<file path="src/rtl/gcd_pkg.sv">
// Shared types and constants for the subtractive-Euclid GCD engine.
package gcd_pkg;

  localparam int unsigned GCD_W = 32;

  typedef enum logic [1:0] {
    StIdle = 2'd0,
    StCalc = 2'd1,
    StDone = 2'd2
  } gcd_state_e;

endpackage

</file>
<file path="src/rtl/gcd_step.sv">
// One combinational subtractive-Euclid step: either finish with a|b or subtract the smaller value.
module gcd_step import gcd_pkg::*; #(
  parameter int unsigned W = GCD_W
) (
  input  logic [W-1:0] a,
  input  logic [W-1:0] b,
  output logic [W-1:0] next_a,
  output logic [W-1:0] next_b,
  output logic         finish,
  output logic [W-1:0] result_val
);

  always_comb begin
    next_a     = a;
    next_b     = b;
    result_val = a | b;
    finish     = (a == '0) || (b == '0) || (a == b);
    if (!finish) begin
      // The larger value is always the minuend, so neither subtraction can underflow.
      if (a > b) begin
        next_a = a - b;
      end else begin
        next_b = b - a;
      end
    end
  end

endmodule

</file>
<file path="src/rtl/gcd_unit.sv">
// Iterative GCD engine: IDLE -> CALC (one subtraction per cycle) -> DONE.
// Optional GCD_CYCLE_COUNT_EN adds a saturating `cycles` output counting CALC edges.
module gcd_unit import gcd_pkg::*; #(
  parameter int unsigned W = GCD_W
) (
  input  logic         clk,
  input  logic         rst,
  input  logic         start,
  input  logic [W-1:0] n1,
  input  logic [W-1:0] n2,
  output logic         busy,
  output logic         done,
  output logic [W-1:0] result,
  output logic         zero
`ifdef GCD_CYCLE_COUNT_EN
  ,
  output logic [W-1:0] cycles
`endif
);

  gcd_state_e state_q, state_d;
  logic [W-1:0] a_q, a_d, b_q, b_d;
  logic [W-1:0] result_q, result_d;
  logic         zero_q, zero_d;

  logic [W-1:0] step_a, step_b, step_result;
  logic         step_finish;

  gcd_step #(
    .W (W)
  ) u_step (
    .a          (a_q),
    .b          (b_q),
    .next_a     (step_a),
    .next_b     (step_b),
    .finish     (step_finish),
    .result_val (step_result)
  );

  always_comb begin
    state_d  = state_q;
    a_d      = a_q;
    b_d      = b_q;
    result_d = result_q;
    zero_d   = zero_q;
    case (state_q)
      StIdle, StDone: begin
        if (start) begin
          a_d     = n1;
          b_d     = n2;
          zero_d  = 1'b0;
          state_d = StCalc;
        end
      end
      StCalc: begin
        if (step_finish) begin
          result_d = step_result;
          zero_d   = (a_q == '0) && (b_q == '0);
          state_d  = StDone;
        end else begin
          a_d = step_a;
          b_d = step_b;
        end
      end
      default: state_d = StIdle;
    endcase
  end

  always_ff @(posedge clk) begin
    if (rst) begin
      state_q  <= StIdle;
      a_q      <= '0;
      b_q      <= '0;
      result_q <= '0;
      zero_q   <= 1'b0;
    end else begin
      state_q  <= state_d;
      a_q      <= a_d;
      b_q      <= b_d;
      result_q <= result_d;
      zero_q   <= zero_d;
    end
  end

  assign busy   = (state_q == StCalc);
  assign done   = (state_q == StDone);
  assign result = result_q;
  assign zero   = zero_q;

`ifdef GCD_CYCLE_COUNT_EN
  logic [W-1:0] cycles_q, cycles_d;

  always_comb begin
    cycles_d = cycles_q;
    if ((state_q == StIdle || state_q == StDone) && start) begin
      cycles_d = '0;
    end else if (state_q == StCalc && cycles_q != '1) begin
      cycles_d = cycles_q + 1'b1;
    end
  end

  always_ff @(posedge clk) begin
    if (rst) begin
      cycles_q <= '0;
    end else begin
      cycles_q <= cycles_d;
    end
  end

  assign cycles = cycles_q;
`endif

endmodule
</file>
<file path="config.mk">
export PLATFORM = sky130hd
export DESIGN_NAME = gcd_unit
export DESIGN_NICKNAME = d
export VERILOG_FILES = /design/src/rtl/gcd_pkg.sv /design/src/rtl/gcd_step.sv /design/src/rtl/gcd_unit.sv
export SDC_FILE = /design/constraint.sdc
export NUM_CORES = 1
export LEC_CHECK = 0
export CAP_MARGIN = 30
export CORE_MARGIN = 5
export CORE_UTILIZATION = 57
export DETAILED_ROUTE_END_ITERATION = 10
export GPL_TIMING_DRIVEN = 0
export PLACE_DENSITY_LB_ADDON = 0.15
export SLEW_MARGIN = 0
export SYNTH_ARGS = -nofsm -noshare
export SYNTH_HDL_FRONTEND = slang
export SYNTH_SLANG_ARGS = --single-unit
</file>
<file path="constraint.sdc">
create_clock -name clk -period 4.2 [get_ports clk]
set_clock_uncertainty 0.05 [all_clocks]
set_input_delay 0.42 -clock clk [delete_from_list [all_inputs] [get_ports clk]]
set_output_delay 0.42 -clock clk [all_outputs]
set_load 0.01 [all_outputs]
</file>
==> results by group <==
Setup path
  • Internal reg-to-reg setup slack: 150 ps
  • FF-to-FF End: result[6]
  • Kind of critical path: flip-flop to flip-flop
  • Critical path capture point type: flip-flop
  • Critical Path AT: 4200 ps
  • Reg2Reg Depth: 10
  • CP Launch Type: flip-flop
  • CP Max Fanout: 10
  • Critical path required time: 4350 ps
  • RR Startpoint: a_q[29]

Floorplan
  • Top-level I/O count: 102
  • Cell row count: 43
  • Die Ht: 130 microns
  • Core area: 14000 sq um
  • Initial Util: 0.588
  • Die Area: 16900 sq um
  • Chip Width: 130 microns

Timing
  • Tcrit/Tclk final: 0.963
  • Setup TNS: 0 ps
  • Measured slew at the worst slew-check pin: 972 ps
  • Fin. Hold Viols: 0
  • Count of pins over their slew limit: 0
  • Peak Freq: 247 MHz
  • Setup violations, final: 0
  • Rel. slew slack: 0.352
  • RSZ-0062 raised after global routing: no
  • Final min period: 4050 ps

Logic synthesis
  • Mapped Cells: 1101
  • Warnings from Yosys: 0
  • Syn nets: 1265
  • Cell area after synthesis: 8220 sq um
  • Number of synthesized flops with an enable pin: 0
  • Mean Syn Cell Area: 7.47 sq um
  • Cell with the most instances after synthesis: nor2_1
  • #FFs+latches synth: 99
  • Dominant cell type by area after synthesis: dfxtp_1
  • Top cells by count, synth: nor2_1 (162), inv_1 (106), dfxtp_1 (99)
  • Sequential area share after synthesis: 0.241
  • Top post-synthesis cells by area: dfxtp_1 (24%), ha_1 (14%), nor2_1 (7.4%)
  • Asr flop ratio synth: 0
  • Unique masters post-synth: 71
  • Post-synth top area share: 0.241
  • Synth Flop Type: dfxtp_1

Clocking
  • CTS buffer count: 9
  • Skew-Pair Late Insertion Delay: 350 ps
  • Post_cts resized: 0
  • Clk slew on worst S/H paths: 70 ps
  • CTS tree: yes
  • CTS Buffer Depth: 2
  • Clock Sinks: 99
  • Htree depth: 3
  • Hold-fix buffer count after cts: 0
  • Root buf cell: clkbuf_16
  • Post-CTS setup buffer count: 0

Power and ir drop
  • Combinational fraction of design power: 0.685
  • Overall power: 0.00680 W
  • Total internal power: 0.00330 W
  • Static leakage: 3.73 nW
  • Seq pwr share: 0.190
  • NetSw: 0.00351 W
  • Clock power share: 0.125
  • Peak supply drop: 0.424 mV
  • PD cells: 699 nW/um^2
  • Sw Share: 0.515

Placement
  • Dpl cells: 1382
  • Gp weighted congestion: 1.05
  • Placed wire-length estimate: 24.7 mm
  • Buffers added on ports: 100

GRT
  • Largest net degree at the start of global routing: 16
  • Vias in the first global route: 8420
  • First-pass GRT wire length: 47.8 mm
  • Global route total overflow: 0
  • Gr usage total: 0.375
  • Initial antenna violation count: 0

Routing
  • Vias: 8812
  • Final wirelength: 31.8 mm
  • Drt pass-1 iters: 8
  • Initial DRC Count: 1056
  • Antenna viol nets, final: 0
  • # DRC: 0
  • Post-DR wirelength/cell: 22.8 microns
  • Vias per std cell: 6.31

Worst hold path
  • Hold Crit Endpoint: b_q[24]
  • Hold depth: 2
  • Hold Path Class: flip-flop to flip-flop
  • Hold_sp: b_q[24]

Finish
  • Final nets: 1377
  • Layout cells sized above 1: 0.0493
  • Area delta synth->final: 18.4%
  • ANT cells: 0
  • Final non-filler cell total: 1397
  • Final core occ: 0.696

Status
  • Outcome: finished clean

Job
  • Max cap viols: 0
==> cell type report <==
cell class                 count  area, sq um
multi-input combinational    832         5580
timing repair buffer         101         1010
clock inverter                 5         53.8
sequential                    99         1980
tap                          180          225
inverter                     106          398
buffer                        64          265
clock buffer                  10          229
fill                        1223         4250
==> metal layers <==
metal	wire, microns	track usage
met1	12900	0.491
met2	14000	0.579
met3	3470	0.103
met4	1410	0.163
met5	0	0
==> placed cells by master, fill, tap and decap left out, types with 5 or more instances in the layout <==
master / n
nor3_1: 16
dfxtp_1: 99
a21o_1: 6
ha_1: 95
a211o_1: 7
xnor2_1: 48
o211ai_1: 9
nor2_1: 162
a31oi_1: 9
a211oi_1: 60
o21ai_1: 5
nand3_1: 18
mux2i_1: 6
o31ai_1: 9
clkbuf_16: 9
nand4_1: 6
nand2b_1: 12
and3_1: 6
a21oi_1: 98
clkdlybuf4s50_1: 100
clkbuf_1: 41
o21ai_0: 59
inv_1: 106
a22o_1: 7
or2_2: 7
buf_2: 21
nor2b_1: 15
or3_1: 5
o21bai_1: 18
a31o_2: 5
nand2_1: 51
nor4_1: 25
==> power by group through the flow <==
stage               Sequential [W]  Clock, W  Combinational (W)
floorplan                  0.00123         0            0.00326
global placement           0.00130         0            0.00443
detailed placement         0.00130         0            0.00448
CTS                        0.00128  0.000854            0.00451
global route               0.00131  0.000896            0.00503
finish                     0.00129  0.000851            0.00466
==> logic make-up (layout without fill, tap and decap cells) <==
| kind of cell | count (synthesis) | in the layout | synth area share |
|---|---|---|---|
| AO/OA/AOI/OAI | 339 | 339 | 0.274 |
| AND/OR/NAND/NOR | 339 | 339 | 0.193 |
| buffers and inverters | 170 | 286 | 0.0807 |
| flip-flops | 99 | 99 | 0.241 |
| adder cells (fa/ha/maj) | 97 | 97 | 0.149 |
| XOR/XNOR | 50 | 50 | 0.0533 |
| multiplexers | 7 | 7 | 0.00867 |
==> worst max-delay path by stage <==
| stage | startpoint | endpoint | slack, ps | depth (start not counted) |
|---|---|---|---|---|
| 2_1_floorplan | a_q[22] | b_q[25] | 1270 | 11 |
| 3_3_place_gp | a_q[0] | a_q[30] | 220 | 12 |
| 3_5_place_dp | a_q[2] | b_q[26] | 380 | 12 |
| 4_1_cts | a_q[2] | b_q[26] | 360 | 12 |
| 5_1_grt | a_q[29] | result[6] | 50 | 10 |
| 6_report | a_q[29] | result[6] | 150 | 10 |
==> registers in the layout (all words and copies together) (netlist names) <==
| name | count |
|---|---|
| a_q | 32 |
| b_q | 32 |
| result | 32 |
| state_q | 2 |
| zero | 1 |
==> worst max-delay path, cell delays in order, from the launching register on <==
cell and delay (ps):
dfxtp_1 450, inv_1 110, ha_1 290, clkbuf_1 260, nor4_1 540, nand4_1 260, or3_1 420, a21oi_1 350
buf_2 420, buf_1 560, a211oi_1 190
==> metrics by stage <==
| stage | hold WS, ps | setup slack (ps) | area (sq um) |
|---|---|---|---|
| final | 440 | 155 | 9740 |
| after global routing | 466 | 48.0 | 9740 |
| after CTS | 442 | 362 | 9740 |
| after detailed placement | 432 | 384 | 9450 |
| after global placement | 424 | 216 | 9450 |
| after floorplan | 406 | 1270 | 8220 |
Note: power is estimated with default switching activity, not from simulation.
